### config.mk
export PLATFORM = sky130hd
export DESIGN_NAME = bin2bcd_serial
export DESIGN_NICKNAME = d
export VERILOG_FILES = /design/src/rtl/bin2bcd_serial.sv
export SDC_FILE = /design/constraint.sdc
export NUM_CORES = 1
export LEC_CHECK = 0
export ABC_AREA = 1
export BUFFER_PORTS_ARGS = -buffer_cell sky130_fd_sc_hd__buf_4
export CAP_MARGIN = 40
export CORE_ASPECT_RATIO = 1.1
export CORE_MARGIN = 2
export CORE_UTILIZATION = 57
export DETAILED_ROUTE_END_ITERATION = 6
export PLACE_DENSITY = 0.89
export REMOVE_ABC_BUFFERS = 1
export SLEW_MARGIN = 20
export SYNTH_ARGS = -nofsm -noshare
export SYNTH_HDL_FRONTEND = slang
export SYNTH_SLANG_ARGS = --single-unit
### constraint.sdc
create_clock -name clk -period 1.8 [get_ports clk]
set_input_delay 0.09 -clock clk [delete_from_list [all_inputs] [get_ports clk]]
set_output_delay 0.09 -clock clk [all_outputs]
set_load 0.03 [all_outputs]
### src/rtl/bin2bcd_serial.sv
// Serial double-dabble binary-to-BCD converter with a start/busy/done handshake.
// It shifts one binary bit per clock and updates bcd_out/ovf only on completion.
module bin2bcd_serial #(
    parameter int unsigned BIN_W  = 12,
    parameter int unsigned DIGITS = 4
) (
    input  logic                  clk,
    input  logic                  reset,
    input  logic                  start,
    input  logic [BIN_W-1:0]      bin_in,
    output logic [4*DIGITS-1:0]   bcd_out,
    output logic                  busy,
    output logic                  done,
    output logic                  ovf
);

    localparam int unsigned BCD_W = 4 * DIGITS;
    localparam int unsigned CNT_W = $clog2(BIN_W + 1);

    typedef enum logic {
        IDLE  = 1'b0,
        SHIFT = 1'b1
    } state_t;

    state_t             state_q, state_d;
    logic [BIN_W-1:0]   shift_q, shift_d;
    logic [BCD_W-1:0]   scratch_q, scratch_d;
    logic               carry_q, carry_d;
    logic [CNT_W-1:0]   cnt_q, cnt_d;
    logic [BCD_W-1:0]   bcd_q, bcd_d;
    logic               busy_q, busy_d;
    logic               done_q, done_d;
    logic               ovf_q, ovf_d;
    logic [BCD_W-1:0]   adj;

    // Add-3 correction: every nibble is adjusted from its pre-adjust value.
    always_comb begin
        adj = scratch_q;
        for (int i = 0; i < int'(DIGITS); i++) begin
            if (scratch_q[4*i +: 4] >= 4'd5) begin
                adj[4*i +: 4] = scratch_q[4*i +: 4] + 4'd3;
            end
        end
    end

    always_comb begin
        state_d   = state_q;
        shift_d   = shift_q;
        scratch_d = scratch_q;
        carry_d   = carry_q;
        cnt_d     = cnt_q;
        bcd_d     = bcd_q;
        busy_d    = busy_q;
        ovf_d     = ovf_q;
        done_d    = 1'b0;

        case (state_q)
            IDLE: begin
                if (start) begin
                    shift_d   = bin_in;
                    scratch_d = '0;
                    carry_d   = 1'b0;
                    cnt_d     = CNT_W'(BIN_W);
                    busy_d    = 1'b1;
                    state_d   = SHIFT;
                end
            end
            SHIFT: begin
                shift_d   = shift_q << 1;
                scratch_d = {adj[BCD_W-2:0], shift_q[BIN_W-1]};
                // A digit pushed past the top nibble means the value needs more digits.
                carry_d   = carry_q | adj[BCD_W-1];
                cnt_d     = cnt_q - CNT_W'(1);
                if (cnt_q == CNT_W'(1)) begin
                    bcd_d   = scratch_d;
                    ovf_d   = carry_d;
                    done_d  = 1'b1;
                    busy_d  = 1'b0;
                    state_d = IDLE;
                end
            end
            default: state_d = IDLE;
        endcase
    end

    always_ff @(posedge clk or posedge reset) begin
        if (reset) begin
            state_q   <= IDLE;
            shift_q   <= '0;
            scratch_q <= '0;
            carry_q   <= 1'b0;
            cnt_q     <= '0;
            bcd_q     <= '0;
            busy_q    <= 1'b0;
            done_q    <= 1'b0;
            ovf_q     <= 1'b0;
        end else begin
            state_q   <= state_d;
            shift_q   <= shift_d;
            scratch_q <= scratch_d;
            carry_q   <= carry_d;
            cnt_q     <= cnt_d;
            bcd_q     <= bcd_d;
            busy_q    <= busy_d;
            done_q    <= done_d;
            ovf_q     <= ovf_d;
        end
    end

    assign bcd_out = bcd_q;
    assign busy    = busy_q;
    assign done    = done_q;
    assign ovf     = ovf_q;

endmodule

==> metrics, run 1 <==
Post-Synthesis Cells=297; H-tree depth=2; Detailed Route WL=5.092 mm; clk buf depth=2; Iter 0 DRT Violations=196; final RePlAce weighted congestion=0.8945; initial antenna violation count=0; slowest stage delay, CP=0.44 ns; cell row count=25; max_cap viols=0; WS Path Type=reg -> reg; Final TNS setup=0 ns; chip width=67.24 um; Critical Path Start Type=register; Netlist cell types=21; n_diodes=0; Syn-to-layout area delta=17.12%; worst vdd ir=0.0008343 V; Via density=5.417; sequential element share of the synthesized area=52.89%; Worst EP required=2.04 ns; delay-heaviest family, CP=flip-flops; RSZ-0062 raised after global routing=no; Pwr Density=1933 nW/um2; full die area=4946 um2; vias in the first global route=2130; Yosys Warn Count=0; Avg WL per Cell=13.02 um; height of the die=73.56 um; global-route wire length before repair=8.935 mm; total gr overflow=0; post-route antenna net violation count=0; most frequent CP cell=nand2_1; slowest cell on the critical path=dfrtp_1; Nets=362; Final Hold Violating Endpoints=0; post-synthesis average cell area=8.442 um2; mapped cell area=2507 um2; via count=2118; core region area=4254 um2; worst-skew pair later-pin latency=0.30 ns; crit path DAT=1.80 ns; port buffer count=33; placed insts=382; Final period util=86.81%; worst slack at placement=0.2604 ns; io pins=34; drt drc=0; FMAX=640.0 MHz; Total GRT Usage=23.70%; crit path buf inv count=2; Starting Density=58.94%; post-DP HPWL=3.657 mm; Leak Pwr=1.550 nW; Worst-path clk slew=0.08 ns; status=complete, no violations; crit path capture type=register; Worst-Margin Slew=0.4101 ns; Resize count post-CTS=0; CTS tree=done; worst-path fanout max=5; Detailed Routing Iterations Pass 1=4; count of final setup violators=0; Worst Hold Class=in -> reg; Non-Filler Instances=391; Relative slew margins=72.62%; ratio of cells with drive above 1 in the final layout=16.02%; Fin Hold WS=0.005080 ns; CP cell instances=inv_1 > ha_1 > inv_1 > o21ai_0 > nand2_1 > nand2_1 > nand3_1 > nand2_1; total CTS buffers=5; clk sinks=53; skew final=0.008819 ns; Final WS setup=0.2374 ns; root buf cell=clkbuf_8; #FFs+latches synth=53; clock period minus worst slack=1.563 ns; Slew Limit Fails=0; largest net degree at the start of global routing=54
==> final timing paths <==
check / start / endpoint / slack (ns) / cells past startpoint
min: bin_in[7] / shift_q[7] / 0.005 / 3
min reg2reg: bcd_out[5] / bcd_out[5] / 0.48 / 2
min in group asynchronous: reset / shift_q[9] / 0.39 / 4
max reg2reg: scratch_q[0] / bcd_out[2] / 0.24 / 8
max: scratch_q[0] / bcd_out[2] / 0.24 / 8
max in group asynchronous: reset / carry_q / 1.18 / 4
==> sequential cells by signal (all words and copies together), names as in the netlist <==
name	flops
state_q	1
carry_q	1
done	1
ovf	1
bcd_out	16
busy	1
shift_q	12
scratch_q	16
cnt_q	4
==> Yosys cell counts (all sizes together) <==
cell type | instances | area [um2]
o22ai | 6 | 37.54
nand3 | 39 | 195.2
ha | 10 | 125.1
nor3 | 1 | 16.27
o211ai | 6 | 45.04
a22o | 1 | 8.760
o21ai | 22 | 117.6
nor2 | 7 | 26.28
buf | 8 | 57.55
dfrtp | 53 | 1326
o221ai | 1 | 8.760
clkbuf | 2 | 7.510
inv | 29 | 108.9
a21oi | 3 | 15.01
nand2 | 109 | 411.7
==> per-layer routing <==
layer | up-vias | wire length, um | global-route usage [%] | part of all wire (%)
met3 | 11 | 207 | 4.594 | 4.1
li1 | 1037 | - | - | -
met4 | 0 | 82 | 9.070 | 1.6
met2 | 56 | 2598 | 41.58 | 51
met1 | 1014 | 2202 | 28.54 | 43
met5 | - | 0 | 0 | 0
==> tightest hold or removal path: stages <==
cell and delay [ns]:
buf_4 0.08, nand2_1 0.04, nand3_1 0.07
==> stage by stage <==
stage          power [mW]  instance area, um2  utilization [%]
2_1_floorplan       4.082                2442                -
3_3_place_gp        4.842                2830            66.53
3_5_place_dp        5.035                2830            66.53
4_1_cts             5.711                2937            69.03
5_1_grt             6.192                2937            69.03
6_report            5.676                2937            69.03
==> logic make-up (layout without fill, tap and decap cells) <==
logic type / count (synthesis) / in the layout / share of synthesized area, %
buffers and inverters: 39 / 79 / 6.936
AOI/OAI and AO/OA: 39 / 39 / 9.281
adders and majority gates: 10 / 10 / 4.990
DFF: 53 / 53 / 52.89
and+or+nand+nor: 156 / 156 / 25.90
==> cell usage in the layout (no fill, tap or decap), drive strengths merged <==
cell type	n
ha	10
o221ai	1
inv	29
o211ai	6
a22o	1
a21oi	3
dlygate4sd3	2
o21ai	22
buf	41
nand3	39
nand2	109
dfrtp	53
o22ai	6
nor2	7
clkbuf	7
nor3	1
==> where the power goes <==
group          internal [mW]  switching (mW)
clock                  0.306           0.362
combinational           1.03            1.83
sequential              1.74           0.413
==> final cells by class <==
type / count / area (um2)
fillers: 368 / 1318
repair buffers: 43 / 340.3
flip-flops and latches: 53 / 1326
well taps: 54 / 67.56
clock buffers: 7 / 86.33
multi-input cells: 205 / 1007
inverters: 29 / 108.9
==> repair_timing <==
action | in CTS | in global routing
setup endpoints to repair | 0 | 0
setup buffers | 0 | 0
endpoints found under the hold margin | 54 | 0
hold buffers | 2 | 0
Power figures use the tool's default switching activity.
==> run 2, diff against run 1 <==
RECOVER_POWER = 100   (was not set)
==> run 2 against run 1 <==
  * Design area decreased by 3.7%
  * Non-clock buffer count unchanged
  * Count of clock-buffer cells in the layout unchanged
  * Sequential power about the same
  * Via count increased by 0.28%
  * Combinational power decreased by 7.7%
  * Global-route usage unchanged
  * Register-to-register slack got worse by 0.06 ns
  * Critical endpoint is now shift_q[1]
  * Largest cell class unchanged
  * Utilization decreased by 2.6 points
  * Sequential share of layout area increased by 1.8 points
  * Sequential cell count unchanged
  * Routed wire length increased by 1.7%
==> metrics, run 2 (same netlist as run 1, synthesis figures left out) <==
status=complete, no violations; global-route wire length before repair=8.935 mm (unchanged); initial antenna violation count=0 (unchanged); CP cell instances=inv_1 > nand2_1 > inv_1 > clkbuf_1 > nand2_1 > nand3_1; Resize count post-CTS=0 (unchanged); Pwr Density=1929 nW/um2 (-0.19%); reg2reg start=state_q; post-DP HPWL=3.657 mm (unchanged); Worst Hold Class=in -> reg; root buf cell=clkbuf_8; number of fill cells in the layout=391 (+6.3%); Detailed Route WL=5.179 mm (+1.7%); Leak Pwr=1.459 nW (-5.8%); Worst-path clk slew=0.09 ns (about the same); vias in the first global route=2130 (unchanged); clk buf depth=2 (unchanged); Worst Hold Depth=3 (unchanged); hold buffers post-CTS=2 (unchanged); Final TNS setup=0 ns (unchanged); chip width=67.24 um (unchanged); drt drc=0 (unchanged); Final period util=89.88% (+3.1 points); r2r endpoint=shift_q[1]; Relative slew margins=23.11% (-50 points); R2R Setup Slk=0.18 ns (-0.06 ns); commonest non-fill, non-tap cell in the layout=nand2_1; FMAX=618.1 MHz (-3.4%); crit path DAT=1.85 ns (+0.05 ns); cell row count=25 (unchanged); worst-skew pair later-pin latency=0.30 ns (about the same); Starting Density=58.94% (unchanged); ratio of cells with drive above 1 in the final layout=8.012% (-8.0 points); Slew Limit Fails=0 (unchanged); clk sinks=53 (unchanged); area of the multi-input gates=997.2 um2 (-0.99%); Total GRT Usage=23.70% (unchanged); clock period minus worst slack=1.618 ns (+0.05532 ns); height of the die=73.56 um (unchanged); crit path capture type=register; count of final setup violators=0 (unchanged); WS Path Type=reg -> reg; skew final=0.008634 ns (-0.0001851 ns); CTS tree=done; slowest cell on the critical path=dfrtp_1; FF-to-FF path depth=6 (-2); largest net degree at the start of global routing=54 (unchanged); full die area=4946 um2 (unchanged); max_cap viols=0 (unchanged); Hold EP=shift_q[7]; Iter 0 DRT Violations=214 (+9.2%); slowest stage delay, CP=0.45 ns (about the same); n_diodes=0 (unchanged); final RePlAce weighted congestion=0.8945 (unchanged); Critical Path Start Type=register; Non-Filler Instances=391 (unchanged); Detailed Routing Iterations Pass 1=4 (unchanged); placed insts=382 (unchanged); worst-path fanout max=11 (+6); Syn-to-layout area delta=12.72%; register area=1326 um2 (unchanged); Hold Path Origin=bin_in[7]; H-tree depth=2 (unchanged); core region area=4254 um2 (unchanged); io pins=34 (unchanged); total gr overflow=0 (unchanged); Nets=362 (unchanged); post-route antenna net violation count=0 (unchanged); worst vdd ir=0.0008227 V (-1.4%); Post-CTS Setup Inserts=0 (unchanged); Worst Setup SP=state_q; Worst EP required=2.04 ns (about the same); total CTS buffers=5 (unchanged); port buffer count=33 (unchanged); Via density=5.432 (+0.28%); Fin Hold WS=0.005330 ns (+0.0002496 ns); total power after layout=5.453 mW (-3.9%); Worst-Margin Slew=1.153 ns (+0.7433 ns); most frequent cells in the layout=nand2_1, dfrtp_1, nand3_1; via count=2124 (+0.28%); Final Hold Violating Endpoints=0 (unchanged); Avg WL per Cell=13.25 um (+1.7%); RSZ-0062 raised after global routing=no
## run 2: layout make-up
| type | instances | area share [%] |
|---|---|---|
| flip-flops and latches | 53 | 46.92 |
| multi-input cells | 205 | 35.28 |
| repair buffers | 43 | 8.499 |
| inverters | 29 | 3.851 |
| clock buffers | 7 | 3.054 |
| well taps | 54 | 2.390 |
## run 2: where the power goes
part / internal [mW] / total, mW / leakage [nW] / switching, mW
clock network: 0.306 / 0.668 / 0.0443 / 0.362
logic: 0.824 / 2.63 / 0.757 / 1.81
registers: 1.74 / 2.15 / 0.658 / 0.408
## run 2: how the worst max path moves through the flow
stage	to	depth (start not counted)
2_1_floorplan	shift_q[0]	4
5_1_grt	shift_q[3]	6
6_report	shift_q[1]	6
3_3_place_gp	bcd_out[10]	8
4_1_cts	bcd_out[2]	8
3_5_place_dp	bcd_out[2]	8
## run 2: worst max-delay path, delay by kind of cell (launching register included)
kind	cells	cell delay, ns
flip-flops	1	0.45
buffers and inverters	3	0.78
AND/OR/NAND/NOR	3	0.32
## run 2: layer usage
metal  up-vias  GRT usage (%)  routed length (um)
met5         -              0                   0
met4         0          9.070                  87
met3        10          4.594                 221
met2        59          41.58                2622
met1      1017          28.54                2248
li1       1038              -                   -
## run 2: metrics by stage
step	util [%]	setup WS [ns]	area [um2]
2_1_floorplan	-	0.07012	2442
3_3_place_gp	66.53	0.3784	2830
3_5_place_dp	66.53	0.2604	2830
4_1_cts	69.03	0.2361	2937
5_1_grt	66.44	0.04273	2826
6_report	66.44	0.1821	2826
==> run 3, diff against run 2 <==
CAP_MARGIN = 20   (was 40)
CORE_ASPECT_RATIO = not set   (was 1.1)
REMOVE_ABC_BUFFERS = not set   (was 1)
==> run 3 against run 2 <==
  * Global-route usage is 0.32 points lower
  * Routed wire length is 1.6% higher
  * Clock power hardly changed
  * Critical path depth is 2 higher
  * Hold slack worse by 0.0043 ns
  * Via count is 1.5% lower
  * Register-to-register slack hardly changed
  * Critical path type unchanged
  * Largest power group unchanged
  * Highest routed layer unchanged
==> metrics, run 3 (same netlist as run 1, synthesis figures left out) <==
height of the die=70.33 um (-4.4%); global-route wire length before repair=9.294 mm (+4.0%); Iter 0 DRT Violations=217 (+1.4%); CTS tree=done; Slew Limit Fails=0 (unchanged); Detailed Route WL=5.261 mm (+1.6%); clock period minus worst slack=1.605 ns (-0.01284 ns); vias in the first global route=2096 (-1.6%); Post-CTS Setup Inserts=0 (unchanged); Leak Pwr=1.455 nW (-0.25%); post-route antenna net violation count=0 (unchanged); Final period util=89.17% (-0.71 points); slowest stage delay, CP=0.44 ns (about the same); count of final setup violators=0 (unchanged); max_cap viols=0 (unchanged); initial antenna violation count=0 (unchanged); io pins=34 (unchanged); largest net degree at the start of global routing=54 (unchanged); FMAX=623.0 MHz (+0.80%); Syn Nets=322; Total GRT Usage=23.38% (-0.32 points); post-DP HPWL=3.769 mm (+3.1%); status=complete, no violations; Nets=361 (-0.28%); Worst-Margin Slew=1.131 ns (-0.02213 ns); chip width=70.33 um (+4.6%); Worst-path clk slew=0.09 ns (about the same); cell row count=24 (-4.0%); slowest cell on the critical path=dfrtp_1; Pwr Density=1947 nW/um2 (+0.90%); most frequent CP cell=nand2_1; WS Path Type=reg -> reg; crit path capture type=register; crit path DAT=1.84 ns (about the same); worst-path fanout max=6 (-5); Detailed Routing Iterations Pass 1=5 (+1); P_sw=2.598 mW (+0.65%); worst vdd ir=0.0007244 V (-12%); total gr overflow=0 (unchanged); Syn-to-layout area delta=12.33%; via count=2092 (-1.5%); Logic pwr share=48.9% (+0.6 points); Clock Power Share=12.2% (about the same); Worst Hold Class=in -> reg; full die area=4946 um2 (about the same); root buf cell=clkbuf_8; Relative slew margins=24.58% (+1.5 points); RSZ-0062 raised after global routing=no; worst-skew pair later-pin latency=0.30 ns (about the same); core region area=4294 um2 (+0.94%); Worst EP required=2.04 ns (about the same); commonest non-fill, non-tap cell in the layout=nand2_1; Reg power frac=38.9% (-0.5 points); Final TNS setup=0 ns (unchanged); most frequent cells in the layout=nand2_1, dfrtp_1, nand3_1; total CTS buffers=5 (unchanged); Critical Path Start Type=register; n_diodes=0 (unchanged); Via density=5.392 (-0.75%); port buffer count=33 (unchanged); Final Hold Violating Endpoints=0 (unchanged); final RePlAce weighted congestion=0.8829 (-1.3%); H-tree depth=2 (unchanged); drt drc=0 (unchanged); ratio of cells with drive above 1 in the final layout=8.036% (+0.024 points); clk sinks=53 (unchanged); Avg WL per Cell=13.56 um (+2.4%); clk buf depth=2 (unchanged); Fin Hold WS=0.001076 ns (-0.004253 ns); Starting Density=58.39% (-0.55 points); CP cell instances=inv_1 > ha_1 > inv_1 > o21ai_0 > nand2_1 > nand2_1 > nand3_1 > nand2_1; Pint=2.885 mW (+0.45%); skew final=0.005345 ns (-0.003289 ns); Switching Fraction=47.38% (+0.052 points)
run 3: worst max-delay path: cells and delay by family (launching register included):
family	cells	cell delay (ns)
and+or+nand+nor	4	0.46
adders and majority gates	1	0.20
DFF	1	0.44
AOI/OAI and AO/OA	1	0.29
buffers and inverters	2	0.17
run 3: final cells by class:
class                   instances  area (um2)
clock buffers                   7       86.33
fillers                       350        1478
inverters                      29       108.9
multi-input cells             205       997.2
flip-flops and latches         53        1326
well taps                      52       65.06
repair buffers                 42       232.7
run 3: power groups by stage:
stage / combinational [mW] / clock, mW / sequential [mW]
after floorplan: 1.73 / 0 / 2.44
after global placement: 2.76 / 0 / 2.11
after detailed placement: 2.88 / 0 / 2.15
after CTS: 2.91 / 0.677 / 2.13
after global routing: 3.05 / 0.717 / 2.20
final: 2.68 / 0.670 / 2.13
run 3: per-stage QoR:
step           setup slack, ns  total power, mW  cells  utilization, %  instance area (um2)
6_report                0.1950            5.483    388           65.59                 2816
5_1_grt                0.06657            5.968    388           65.59                 2816
4_1_cts                 0.2363            5.715    388           68.09                 2924
3_5_place_dp            0.2505            5.026    380           65.85                 2828
3_3_place_gp            0.3503            4.865    380           65.85                 2828
2_1_floorplan           0.4238            4.170    297               -                 2507
run 3: repair_timing:
item	in CTS	in global routing
endpoints found under the hold margin	53	0
gates resized for setup	0	0
setup endpoints to repair	0	0
hold buffers	1	0
run 3: worst paths after layout:
path                              start         end  slack, ns  depth (start not counted)
max                        scratch_q[4]  bcd_out[5]       0.19                          8
min                           bin_in[9]  shift_q[9]      0.001                          3
max reg2reg                scratch_q[4]  bcd_out[5]       0.19                          8
min reg2reg                  bcd_out[1]  bcd_out[1]       0.48                          2
max in group asynchronous         reset  bcd_out[7]       0.41                          4
min in group asynchronous         reset  bcd_out[3]       0.71                          4
run 3: per-layer routing:
metal	GRT usage, %	routed length, um	up-vias
met5	0	0	-
met1	29.78	2209	989
met4	6.197	57	0
met3	3.896	251	6
met2	41.19	2743	58
li1	-	-	1039
